File: config.mk
export PLATFORM = sky130hd
export DESIGN_NAME = imm_gen_pipe
export DESIGN_NICKNAME = d
export VERILOG_FILES = /design/src/rtl/riscv_pkg.sv /design/src/rtl/imm_extend_comb.sv /design/src/rtl/imm_gen_pipe.sv
export SDC_FILE = /design/constraint.sdc
export NUM_CORES = 1
export LEC_CHECK = 0
export ABC_AREA = 1
export CORE_AREA = 4 4 122 124
export DETAILED_ROUTE_END_ITERATION = 8
export DIE_AREA = 0 0 126 128
export PLACE_DENSITY_LB_ADDON = 0.3
export SLEW_MARGIN = 20
export SYNTH_ARGS = -nofsm -noshare
export SYNTH_HDL_FRONTEND = slang
export SYNTH_HIERARCHICAL = 1
export SYNTH_SLANG_ARGS = --single-unit
File: constraint.sdc
create_clock -name clk -period 1.5 [get_ports clk]
set_clock_uncertainty 0.2 [all_clocks]
set_input_delay 0.15 -clock clk [delete_from_list [all_inputs] [get_ports clk]]
set_output_delay 0.15 -clock clk [all_outputs]
set_load 0.02 [all_outputs]
File: src/rtl/riscv_pkg.sv
// ============================================================================
// Module      : riscv_pkg
// Description : Shared RISC-V decode types: immediate-format select codes,
//               default datapath width and base opcodes.
// Revision    : 1.0 - initial release
// ============================================================================
`default_nettype none

package riscv_pkg;

    typedef enum logic [2:0] {
        IMM_I = 3'b000,
        IMM_S = 3'b001,
        IMM_B = 3'b010,
        IMM_J = 3'b011,
        IMM_U = 3'b100,
        IMM_Z = 3'b101
    } imm_src_t;

    localparam int c_xlen_default = 32;

    // Base opcodes the control unit maps onto imm_src_t
    localparam logic [6:0] c_op_load   = 7'b0000011;
    localparam logic [6:0] c_op_imm    = 7'b0010011;
    localparam logic [6:0] c_op_auipc  = 7'b0010111;
    localparam logic [6:0] c_op_store  = 7'b0100011;
    localparam logic [6:0] c_op_lui    = 7'b0110111;
    localparam logic [6:0] c_op_branch = 7'b1100011;
    localparam logic [6:0] c_op_jalr   = 7'b1100111;
    localparam logic [6:0] c_op_jal    = 7'b1101111;
    localparam logic [6:0] c_op_system = 7'b1110011;

endpackage

`default_nettype wire

File: src/rtl/imm_extend_comb.sv
// ============================================================================
// Module      : imm_extend_comb
// Description : Combinational immediate decode and sign/zero extension to XLEN.
// Revision    : 1.0 - initial release
// ============================================================================
`default_nettype none

module imm_extend_comb
    import riscv_pkg::*;
#(
    parameter int XLEN = c_xlen_default
) (
    input  logic [31:0]     i_instr,
    input  logic [2:0]      i_imm_src,
    output logic [XLEN-1:0] o_imm,
    output logic            o_illegal
);

    logic w_sign;
    logic w_unused_opcode;

    assign w_sign          = i_instr[31];
    // The opcode field never contributes to any immediate
    assign w_unused_opcode = ^i_instr[6:0];

    always_comb begin
        o_imm     = '0;
        o_illegal = 1'b0;
        case (imm_src_t'(i_imm_src))
            IMM_I: o_imm = {{(XLEN-12){w_sign}}, i_instr[31:20]};
            IMM_S: o_imm = {{(XLEN-12){w_sign}}, i_instr[31:25], i_instr[11:7]};
            IMM_B: o_imm = {{(XLEN-12){w_sign}}, i_instr[7], i_instr[30:25],
                            i_instr[11:8], 1'b0};
            IMM_J: o_imm = {{(XLEN-20){w_sign}}, i_instr[19:12], i_instr[20],
                            i_instr[30:21], 1'b0};
            IMM_U: o_imm = {{(XLEN-31){w_sign}}, i_instr[30:12], 12'b0};
            IMM_Z: o_imm = {{(XLEN-5){1'b0}}, i_instr[19:15]};
            default: begin
                o_imm     = '0;
                o_illegal = 1'b1;
            end
        endcase
    end

endmodule

`default_nettype wire

File: src/rtl/imm_gen_pipe.sv
// ============================================================================
// Module      : imm_gen_pipe
// Description : Registered immediate generator with valid/ready and a
//               two-entry (main + skid) buffer for full-rate back-pressure.
// Revision    : 1.0 - initial release
// ============================================================================
`default_nettype none

module imm_gen_pipe
    import riscv_pkg::*;
#(
    parameter int XLEN  = c_xlen_default,
    parameter int TAG_W = 32
) (
    input  logic             clk,
    input  logic             rst,
    input  logic             in_valid,
    output logic             in_ready,
    input  logic [31:0]      in_instr,
    input  logic [2:0]       in_imm_src,
    input  logic [TAG_W-1:0] in_tag,
    output logic             out_valid,
    input  logic             out_ready,
    output logic [XLEN-1:0]  out_imm,
    output logic [TAG_W-1:0] out_tag,
    output logic             out_illegal
);

    if (XLEN != 32 && XLEN != 64) begin : g_xlen_check
        $error("imm_gen_pipe: XLEN must be 32 or 64");
    end

    logic [XLEN-1:0]  w_imm;
    logic             w_illegal;
    logic             w_accept;
    logic             w_drain;

    logic             r_main_valid;
    logic [XLEN-1:0]  r_main_imm;
    logic [TAG_W-1:0] r_main_tag;
    logic             r_main_illegal;
    logic             r_skid_valid;
    logic [XLEN-1:0]  r_skid_imm;
    logic [TAG_W-1:0] r_skid_tag;
    logic             r_skid_illegal;
    logic             r_in_ready;

    imm_extend_comb #(
        .XLEN (XLEN)
    ) u_extend (
        .i_instr   (in_instr),
        .i_imm_src (in_imm_src),
        .o_imm     (w_imm),
        .o_illegal (w_illegal)
    );

    assign w_accept = in_valid && r_in_ready;
    assign w_drain  = r_main_valid && out_ready;

    always_ff @(posedge clk) begin
        if (rst) begin
            r_main_valid   <= 1'b0;
            r_main_imm     <= '0;
            r_main_tag     <= '0;
            r_main_illegal <= 1'b0;
            r_skid_valid   <= 1'b0;
            r_skid_imm     <= '0;
            r_skid_tag     <= '0;
            r_skid_illegal <= 1'b0;
            r_in_ready     <= 1'b0;
        end else begin
            r_in_ready <= !r_skid_valid;
            if (w_drain) begin
                // in_ready is low whenever skid is full, so no accept competes here
                if (r_skid_valid) begin
                    r_main_imm     <= r_skid_imm;
                    r_main_tag     <= r_skid_tag;
                    r_main_illegal <= r_skid_illegal;
                    r_skid_valid   <= 1'b0;
                    r_in_ready     <= 1'b1;
                end else if (w_accept) begin
                    r_main_imm     <= w_imm;
                    r_main_tag     <= in_tag;
                    r_main_illegal <= w_illegal;
                end else begin
                    r_main_valid   <= 1'b0;
                end
            end else if (!r_main_valid) begin
                if (w_accept) begin
                    r_main_valid   <= 1'b1;
                    r_main_imm     <= w_imm;
                    r_main_tag     <= in_tag;
                    r_main_illegal <= w_illegal;
                end
            end else if (w_accept) begin
                r_skid_valid   <= 1'b1;
                r_skid_imm     <= w_imm;
                r_skid_tag     <= in_tag;
                r_skid_illegal <= w_illegal;
                r_in_ready     <= 1'b0;
            end
        end
    end

    assign in_ready    = r_in_ready;
    assign out_valid   = r_main_valid;
    assign out_imm     = r_main_imm;
    assign out_tag     = r_main_tag;
    assign out_illegal = r_main_illegal;

endmodule

`default_nettype wire

Yosys cells after proc, flatten, opt, wreduce, memory -nomap -nowiden
Cells that the tools add are included.
{"block": "totals", "regBits": 133, "latch_bits": 0, "mem_bits_rw": 0, "romBits": 0, "in_bits": 71, "out_inout_bits": 67, "word_cells": 50, "mem_count": 0}
{"block": "op_classes", "addsub": 0, "multipliers": 0, "div": 0, "n_lt_le_gt_ge": 0, "n_eq_ne": 8, "n_shift": 0, "muxes": 23, "bitwise": 1, "reduce_logical": 9}
{"cell": "32-bit two-way mux", "n": 8}
{"cell": "32-bit case mux with 6 select lines", "n": 1}
{"cell": "1-bit two-way mux", "n": 14}
{"cell": "3-bit by 2-bit equality test with 1-bit output, second input constant", "n": 2}
{"cell": "3-bit equality test, second input constant", "n": 2}
{"cell": "2-bit != test, second input constant", "n": 3}
{"cell": "6-bit OR reduction", "n": 1}
{"cell": "2-bit AND reduction", "n": 2}
{"cell": "3-bit by 1-bit equality test with 1-bit output, second input constant", "n": 1}
{"cell": "3-bit logical NOT", "n": 1}
{"cell": "3-bit AND reduction", "n": 1}
{"cell": "1-bit logical AND", "n": 2}
{"cell": "2-bit OR reduction", "n": 1}
{"cell": "1-bit logical NOT", "n": 1}
{"cell": "1-bit inverter", "n": 1}

Longest topological paths before layout
Gate-level depths: netlist of run 1.
{"block": "depth", "ltp_word": 6, "ltp_mapped": 11, "ltp_nobuf": 9}

Modules after synthesis
Netlist of run 1, hierarchy kept.
{"mod": "imm_gen_pipe", "instances": 1, "cells_each": 824, "area_per_inst_um2": 5741.8, "seq_area_each_um2": 2662.6}
{"mod": "imm_extend_comb", "instances": 1, "cells_each": 92, "area_per_inst_um2": 509.2, "seq_area_each_um2": 0.0}

Worst setup path after synthesis of run 1
Ideal clock, no wire load.
{"block": "synth_timing", "path_kind": "register to register", "startpoint": "register r_main_valid, in the netlist out_valid", "endpoint": "register r_main_imm[26], in the netlist out_imm[26]", "setup_time_ns": 0.114, "arrival_ns": 1.277, "t_required_ns": 1.186, "slack_ns": -0.090, "stages_incl_launch_ff": 6, "n_path_buf": 1, "synth_period_minus_slack_ns": 1.590, "cell_sequence": "dfxtp_1 > nand3_2 > clkbuf_1 > or2_2 > a21oi_1 > nor2_1"}
{"block": "synth_via", "elab_chain_cells": 2, "elab_cells_between_ends": 3, "classes_between": "1 x eq/ne; 1 x mux; 1 x reduce/logical"}
{"item": "start, declared", "line_no": "imm_gen_pipe.sv:38", "text": "logic r_main_valid;"}
{"item": "start signal, assigned", "line_no": "imm_gen_pipe.sv:62", "text": "r_main_valid <= 1'b0;"}
{"item": "start signal, assigned", "line_no": "imm_gen_pipe.sv:86", "text": "r_main_valid <= 1'b0;"}
{"item": "start signal, assigned", "line_no": "imm_gen_pipe.sv:90", "text": "r_main_valid <= 1'b1;"}
{"item": "1-bit logical AND", "line_no": "imm_gen_pipe.sv:58", "text": "assign w_drain = r_main_valid && out_ready;"}
{"item": "2-bit != test (no source line) or 32-bit two-way mux (tied branches)"}
{"item": "end signal, assigned", "line_no": "imm_gen_pipe.sv:76", "text": "r_main_imm <= r_skid_imm;"}
{"item": "end signal, assigned", "line_no": "imm_gen_pipe.sv:82", "text": "r_main_imm <= w_imm;"}
{"item": "end signal, assigned", "line_no": "imm_gen_pipe.sv:91", "text": "r_main_imm <= w_imm;"}
{"item": "end, declared", "line_no": "imm_gen_pipe.sv:39", "text": "logic [XLEN-1:0] r_main_imm;"}
Several ways; a longest one is shown, not always the timed one.
A chain may end at the register's enable or synchronous reset.

Final worst setup path of run 1
{"block": "layout_timing", "startpoint": "register r_main_valid, in the netlist out_valid", "endpoint": "register r_skid_tag[10]"}
{"block": "layout_via", "elab_chain_cells": 3}
{"item": "1-bit logical AND", "line_no": "imm_gen_pipe.sv:58"}
{"item": "1-bit inverter (no source line)"}
{"item": "3-bit AND reduction (no source line) (*)"}
{"item": "end signal, assigned", "line_no": "imm_gen_pipe.sv:98", "text": "r_skid_tag <= in_tag;"}
{"item": "end, declared", "line_no": "imm_gen_pipe.sv:44", "text": "logic [TAG_W-1:0] r_skid_tag;"}
Every way passes the cells marked *; elsewhere a longest branch is shown, timed or not.

==> results of run 1 <==
## timing repair
action	in CTS	in global routing
pin swaps	8	69
endpoints found under the setup margin	194	138
buffers inserted	8	7
cloned	6	21
resized for setup	116	308
## synth_stat cells (2+ instances only)
library cell	number	area share, %
a21oi_1	130	10
buf_2	25	2.0
buf_4	8	0.96
buf_6	4	0.72
clkbuf_1	27	1.6
dfxtp_1	133	43
inv_1	140	8.4
inv_2	3	0.18
nand2_1	198	12
nand2_2	5	0.50
nand2_4	2	0.36
nand3_1	48	3.8
nand4_1	6	0.60
nor2_1	40	2.4
o211ai_1	2	0.24
o21ai_0	51	4.1
o21ai_1	50	4.0
o21ai_2	6	0.84
or2_1	8	0.80
or2_2	21	2.1
## cell families (layout without fill, tap and decap cells)
logic type,Yosys count,after routing,share of synthesized area (%)
DFF,133,133,42.6
and+or+nand+nor,333,335,23.5
AOI/OAI and AO/OA,242,242,19.9
buffers and inverters,208,390,14.0
## worst reg2reg max path, stage by stage (launching register included)
cell and delay, ps:
dfxtp_4 370, buf_6 130, nand2_8 70, nor2_4 230, buf_12 190, buf_8 120, o21ai_0 110, a21oi_1 180
## area by class of cell
class	count	area share [%]
multi-input cells	577	36.4
flip-flops and latches	133	25.7
repair buffers	219	24.9
inverters	144	5.48
clock buffers	22	4.56
well taps	180	2.17
clock inverters	5	0.747
## worst max path at each step
stage	from	to	slack, ps
finish	out_valid	r_skid_tag[10]	-180
floorplan	out_valid	out_illegal	30
global route	out_valid	r_skid_imm[28]	-230
detailed placement	in_imm_src[2]	out_imm[24]	-470
global placement	in_imm_src[2]	out_imm[24]	-450
CTS	out_valid	out_valid	-120
## metal layers
layer  global-route usage, %  share of wire, %  routed length (um)
met5                       0                 0                   0
met4                    8.20               5.0                1250
met3                    5.79               8.5                2100
met1                    28.1                37                9200
met2                    35.3                49               12200
## per-stage QoR
stage	util, %	setup TNS (ps)
6_report	75.4	-10110
5_1_grt	75.4	-16380
4_1_cts	64.4	-3030
3_5_place_dp	58.3	-47320
3_3_place_gp	58.3	-45290
2_1_floorplan	-	0
## state kept, by name, indices dropped and copies added (netlist names)
signal / flops
in_ready: 1
out_illegal: 1
out_imm: 32
out_tag: 32
out_valid: 1
r_skid_illegal: 1
r_skid_imm: 32
r_skid_tag: 32
r_skid_valid: 1
## power groups by stage
stage | logic (mW) | clock network, mW | registers, mW
after floorplan | 0.565 | 0 | 3.94
after global placement | 1.30 | 0 | 3.81
after detailed placement | 1.31 | 0 | 3.82
after CTS | 1.28 | 3.99 | 3.74
after global routing | 1.71 | 4.18 | 3.77
final | 1.61 | 4.02 | 3.75
==> impl_metrics.tcl, run 1 <==
set metrics [dict create \
    drt_iter0_drc 721 \
    switchingPower_mw 2.51 \
    io_buffers 130 \
    preCtsSetupSlack_ps -470 \
    p_seq_share_pct 40.0 \
    intPower_mw 6.88 \
    holdWs_ps 84.3 \
    p_clk_share_pct 42.8 \
    via_count 7171 \
    antenna_found_initial 0 \
    synth_edf_count 0 \
    start_kind "flip-flop" \
    nets 1163 \
    tritoncts "done" \
    synth.distinct_cells 29 \
    final_common_cell "nand2_1" \
    cp_data_arrival_time_ps 1830 \
    worst_pin_slew_ps 637 \
    synth_seq_area_share_pct 42.6 \
    post-route-min-period_ps 1680 \
    setup_ws_ps -177 \
    crit_fanout 7 \
    synth-async-reset-ratio_pct 0 \
    gp_congestion 0.868 \
    avgSynthCellArea_sq_um 6.82 \
    worstHoldPathCells 3 \
    placementRows 43 \
    power_mw 9.39 \
    irDropWorstVdd_mv 0.736 \
    drtPass1Iterations 6 \
    ioPinCount 138 \
    multi_input_area_sq_um 3790 \
    via_per_inst 5.60 \
    syn_area_sq_um 6250 \
    yosysWarnings 6 \
    max_slew_margin_pct 57.5 \
    first_global_vias 5888 \
    cts_inserted_buffers 17 \
    fmax_ghz 0.596 \
    stdcell_area_sq_um 10400 \
    mostFrequentLayoutCells "nand2_1, inv_1, dfxtp_1" \
    critPathSlowestCell "dfxtp_4" \
    hpwlAfterDp_mm 11.3 \
    setup_viol 126 \
    postRouteWirelength_mm 24.8 \
    fp.dieArea_sq_um 16100 \
    clock-root-buffer "clkbuf_16" \
    drc 0 \
    insertion_delay_ps 430 \
    numPlacedInstances 1214 \
    status "finished, violations left" \
    layout-drive-gt1-share_pct 33.9 \
    reg2reg_depth 7 \
    fillers 852 \
    critPathMaxStageDelay_ps 370 \
    min_to "r_skid_tag[30]" \
    finalCritPeriodShare_pct 112 \
    syn_inst 916 \
    synthToLayoutAreaGrowth_pct 66.2 \
    clkSinkCount 133 \
    crit_type "reg -> reg" \
    n_antenna_cell 0 \
    violations "negative setup slack" \
    powerDensity_nw_per_um2 904 \
    track_usage_pct 21.9 \
    place_area_sq_um 8030 \
    crit_family "buffers and inverters" \
    report.final.slew_viol_count 0 \
    coreArea_sq_um 13800 \
    clockBufferDepth 2 \
    cts_hold_buf 0 \
    r2r-start "out_valid" \
    start_util_pct 45.4 \
    layout.cells.non_filler 1280 \
    hold_start "in_tag[30]" \
    regArea_sq_um 2670 \
    rsz0062_at_grt "yes" \
    cts.clk_slew.worst_paths_ps 60 \
    syn_nets 987 \
    worst-path-buf-inv 3 \
    power_frac_comb_pct 17.2 \
    grt_pass1_wl_mm 28.9 \
    hold_path.class "in -> reg" \
    hold_viol 0 \
    grt_max_degree 44 \
    wire_per_inst_um 19.4 \
    synth-main-ff-cell "dfxtp_1" \
    cp_num_cells 7 \
    rr_endpoint "r_skid_tag[10]" \
    crit_path_end_kind "flip-flop" \
    p_leak_nw 4.56 \
    ys_seq_elements 133 \
    netSwitchingFraction_pct 26.8 \
    drv_cap 0 \
    dieHeight_um 128 \
    die_w_um 126 \
    ant_nets 0 \
    crit_required_ps 1650 \
    grt-ovfl-total 0 \
    crit_chain "buf_6, nand2_8, nor2_4, buf_12, buf_8, o21ai_0, a21oi_1" \
    r2r_slack_ps -180 \
    cts_max_level 4 \
]
No activity file was read; power rests on OpenSTA's default activity.
==> run 2, diff against run 1 <==
- PLACE_DENSITY: not set -> 0.81
- PLACE_DENSITY_LB_ADDON: 0.3 -> not set
==> impl_metrics.tcl, run 2 (synthesis gave the netlist of run 1 again) <==
set metrics [dict create \
    fillers 1185 \
    post-route-min-period_ps 1500 \
    n_antenna_cell 0 \
    hpwlAfterDp_mm 11.2 \
    die_w_um 126 \
    start_kind "flip-flop" \
    drtPass1Iterations 6 \
    cts_max_level 4 \
    powerDensity_nw_per_um2 1080 \
    cts.clk_slew.worst_paths_ps 60 \
    hold_viol 0 \
    multi_input_area_sq_um 2860 \
    final_common_cell "nand2_1" \
    rsz0062_at_grt "yes" \
    clockBufferDepth 2 \
    drv_cap 0 \
    stdcell_area_sq_um 8870 \
    clock-root-buffer "clkbuf_16" \
    via_count 6327 \
    drt_iter0_drc 605 \
    mostFrequentLayoutCells "nand2_1, inv_1, dfxtp_1" \
    grt_max_degree 51 \
    ant_nets 0 \
    finalSetupTns_ps 0 \
    report.final.slew_viol_count 0 \
    fmax_ghz 0.667 \
    holdWs_ps 89.6 \
    preCtsSetupSlack_ps -499 \
    start_util_pct 45.4 \
    crit_required_ps 1620 \
    coreArea_sq_um 13800 \
    gp_congestion 0.928 \
    nets 1130 \
    first_global_vias 5961 \
    crit_type "reg -> reg" \
    cts_hold_buf 0 \
    dieHeight_um 128 \
    drc 0 \
    p_leak_nw 4.12 \
    status "completed" \
    hold_path.class "in -> reg" \
    io_buffers 130 \
    ioPinCount 138 \
    tritoncts "done" \
    grt-ovfl-total 0 \
    grt_pass1_wl_mm 27.9 \
    placementRows 43 \
    track_usage_pct 20.8 \
    crit_path_end_kind "flip-flop" \
    cp_data_arrival_time_ps 1610 \
    worst_pin_slew_ps 464 \
    layout-drive-gt1-share_pct 15.9 \
    fp.dieArea_sq_um 16100 \
    insertion_delay_ps 420 \
    setup_viol 0 \
    postRouteWirelength_mm 18.1 \
    finalCritPeriodShare_pct 99.9 \
    regArea_sq_um 2670 \
    via_per_inst 5.06 \
    crit_fanout 39 \
    irDropWorstVdd_mv 0.790 \
    max_slew_margin_pct 69.1 \
    power_mw 9.57 \
    synthToLayoutAreaGrowth_pct 41.9 \
    cts_inserted_buffers 17 \
    place_area_sq_um 7970 \
    antenna_found_initial 0 \
    clkSinkCount 133 \
    wire_per_inst_um 14.4 \
    setup_ws_ps 1.65 \
]
==> run 2: cell count changes in the layout (fill, tap and decap cells not counted), moves of 23 or more <==
| cell | delta |
|---|---|
| a21oi_2 | -44 |
| nand2_1 | +41 |
| o21ai_1 | +32 |
| o21ai_2 | -53 |
| nand3_2 | -30 |
| o21ai_0 | +23 |
| nand3_1 | +32 |
| nand2_4 | -24 |
| a21oi_1 | +46 |
==> run 2: stage by stage <==
stage          util (%)  std cells
2_1_floorplan         -        916
3_3_place_gp       57.9       1210
3_5_place_dp       57.9       1210
4_1_cts            62.2       1242
5_1_grt            64.4       1251
6_report           64.4       1251
==> run 2: path summary, 6_finish.rpt <==
check               from        endpoint  slack (ps)  cells past startpoint
max            out_valid     out_illegal           2                      5
min           in_tag[27]  r_skid_tag[27]          90                      3
min reg2reg  out_tag[21]     out_tag[21]         260                      2
max reg2reg    out_valid     out_illegal           2                      5
==> run 2: per-layer routing <==
metal / wire (um) / track usage (%)
met1: 7710 / 25.7
met2: 8830 / 34.5
met3: 1010 / 4.79
met4: 501 / 9.84
met5: 0 / 0
==> run 2: where the power goes <==
part / switching [mW] / total [mW] / internal [mW]
clock network: 1.51 / 4.53 / 3.02
logic: 0.740 / 1.30 / 0.557
registers: 0.0700 / 3.74 / 3.67
==> run 2: timing repair <==
| item | in CTS | in global routing |
|---|---|---|
| setup buffers | 1 | 3 |
| pin swaps | 6 | 9 |
| endpoints found under the setup margin | 149 | 142 |
| hold endpoints to repair | 0 | 0 |
| resized for setup | 84 | 63 |
| gates cloned | 0 | 6 |
==> run 2: cell type report <==
type	instances	share of cell area, %
multi-input cells	575	32.3
flip-flops and latches	133	30.1
repair buffers	188	21.7
inverters	144	6.21
clock buffers	22	5.23
well taps	180	2.54
clock inverters	9	1.97
==> run 2: critical path: stages, from the launching register on <==
cell and delay [ps]:
dfxtp_4 390, nand3_4 120, buf_12 190, or2_2 290, a21oi_2 140, nor2_1 50
==> run 3, diff against run 2 <==
- MAX_ROUTING_LAYER: not set -> met4
==> impl_metrics.tcl, run 3 (synthesis gave the netlist of run 1 again) <==
set metrics [dict create \
    grt_max_degree 51 \
    irDropWorstVdd_mv 0.791 \
    drc 0 \
    mostFrequentLayoutCells "nand2_1, inv_1, dfxtp_1" \
    intPower_mw 7.26 \
    p_leak_nw 4.12 \
    hold_path.class "in -> reg" \
    report.final.slew_viol_count 0 \
    coreArea_sq_um 13800 \
    regArea_sq_um 2670 \
    setup_viol 0 \
    postRouteWirelength_mm 18.2 \
    p_seq_share_pct 39.0 \
    drt_iter0_drc 583 \
    grt-ovfl-total 0 \
    ioPinCount 138 \
    numPlacedInstances 1210 \
    rsz0062_at_grt "yes" \
    grt_pass1_wl_mm 27.9 \
    r2r-start "out_valid" \
    n_antenna_cell 0 \
    p_clk_share_pct 47.4 \
    final_common_cell "nand2_1" \
    finalSetupTns_ps 0 \
    wire_per_inst_um 14.5 \
    gp_congestion 0.945 \
    drv_cap 0 \
    fp.dieArea_sq_um 16100 \
    cts_max_level 4 \
    status "completed" \
    finalCritPeriodShare_pct 100 \
    layout.cells.non_filler 1251 \
    insertion_delay_ps 420 \
    start_kind "flip-flop" \
    cp_data_arrival_time_ps 1650 \
    switchingPower_mw 2.34 \
    power_frac_comb_pct 13.6 \
    antenna_found_initial 0 \
    layout-drive-gt1-share_pct 16.9 \
    tritoncts "done" \
    first_global_vias 5960 \
    placementRows 43 \
    nets 1130 \
    clock-root-buffer "clkbuf_16" \
    crit_type "reg -> reg" \
    cts.clk_slew.worst_paths_ps 60 \
    r2r_slack_ps 0.03 \
    crit_required_ps 1650 \
    worst_pin_slew_ps 466 \
    worstHoldPathCells 3 \
    min_to "r_skid_tag[27]" \
    dieHeight_um 128 \
    hpwlAfterDp_mm 11.2 \
    drtPass1Iterations 6 \
    multi_input_area_sq_um 2910 \
    crit_path_end_kind "flip-flop" \
    clockBufferDepth 2 \
    reg2reg_depth 6 \
    cts_inserted_buffers 17 \
    holdWs_ps 87.8 \
    hold_start "in_tag[27]" \
    track_usage_pct 21.4 \
    clkSinkCount 133 \
    max_slew_margin_pct 68.9 \
    powerDensity_nw_per_um2 1070 \
    synthToLayoutAreaGrowth_pct 42.8 \
    fmax_ghz 0.667 \
    start_util_pct 45.4 \
    fillers 1171 \
    ant_nets 0 \
    netSwitchingFraction_pct 24.4 \
    rr_endpoint "r_skid_tag[30]" \
    via_count 6362 \
    hold_viol 0 \
    crit_fanout 8 \
    via_per_inst 5.09 \
    die_w_um 126 \
    io_buffers 130 \
    post-route-min-period_ps 1500 \
]
-- run 3: cell count changes in the layout (fill, tap and decap cells not counted) --
cell,previous run,this run
a21oi_1,108,102
a21oi_2,22,28
o21ai_2,8,14
o21ai_0,42,38
buf_4,36,34
buf_6,3,5
o21ai_1,57,55
clkbuf_2,5,4
clkdlybuf4s15_1,7,8
-- run 3: worst max-delay path: stages (launching register included) --
cell and delay, ps:
dfxtp_4 380, nand2_4 90, nor2_4 230, buf_6 180
clkbuf_16 160, o21ai_1 60, a21oi_1 120
-- run 3: final cells by class --
cell class | instances | area share (%)
Sequential cell | 133 | 29.9
Timing Repair Buffer | 188 | 21.7
Tap cell | 180 | 2.52
Clock inverter | 9 | 1.96
Multi-Input combinational cell | 575 | 32.6
Inverter | 144 | 6.17
Clock buffer | 22 | 5.20
-- run 3: worst max-delay path by stage --
stage / from / to / slack [ps] / cells after the start
after floorplan: out_valid / out_illegal / 30 / 6
after detailed placement: in_imm_src[2] / out_imm[20] / -500 / 12
after global placement: in_imm_src[0] / out_imm[1] / -440 / 11
final: out_valid / r_skid_tag[30] / 0.03 / 6
after global routing: out_valid / r_skid_tag[14] / -60 / 6
after CTS: out_valid / r_skid_tag[15] / -70 / 6
-- run 3: repair_timing --
item                       CTS  global route
hold endpoints to repair     0             0
pin swaps                    6             9
setup buffers                1             3
gates resized for setup     84            80
hold buffers                 0             0
cloned                       0             6
setup endpoints to repair  149           141
-- run 3: per-stage QoR --
stage	util, %	setup WS, ps	power [mW]	area (sq um)
after detailed placement	57.9	-499	5.12	7970
after global placement	57.9	-441	5.11	7970
after CTS	62.2	-66.9	9.55	8570
after floorplan	-	28.1	4.51	6250
final	64.8	0.0262	9.60	8930
after global routing	64.8	-63.4	9.94	8930
-- run 3: layer usage --
| layer | vias to the layer above | track usage (%) | part of all wire (%) |
|---|---|---|---|
| li1 | 3171 | - | - |
| met1 | 2961 | 26.0 | 44 |
| met2 | 189 | 34.4 | 49 |
| met3 | 41 | 4.42 | 4.9 |
| met4 | 0 | 9.84 | 2.5 |
| met5 | - | - | 0 |
-- run 3: power by group through the flow --
stage	sequential (mW)	clock, mW	combinational [mW]
5_1_grt	3.76	4.74	1.43
4_1_cts	3.74	4.57	1.24
6_report	3.74	4.55	1.31
3_5_place_dp	3.82	0	1.30
3_3_place_gp	3.82	0	1.29
2_1_floorplan	3.94	0	0.565
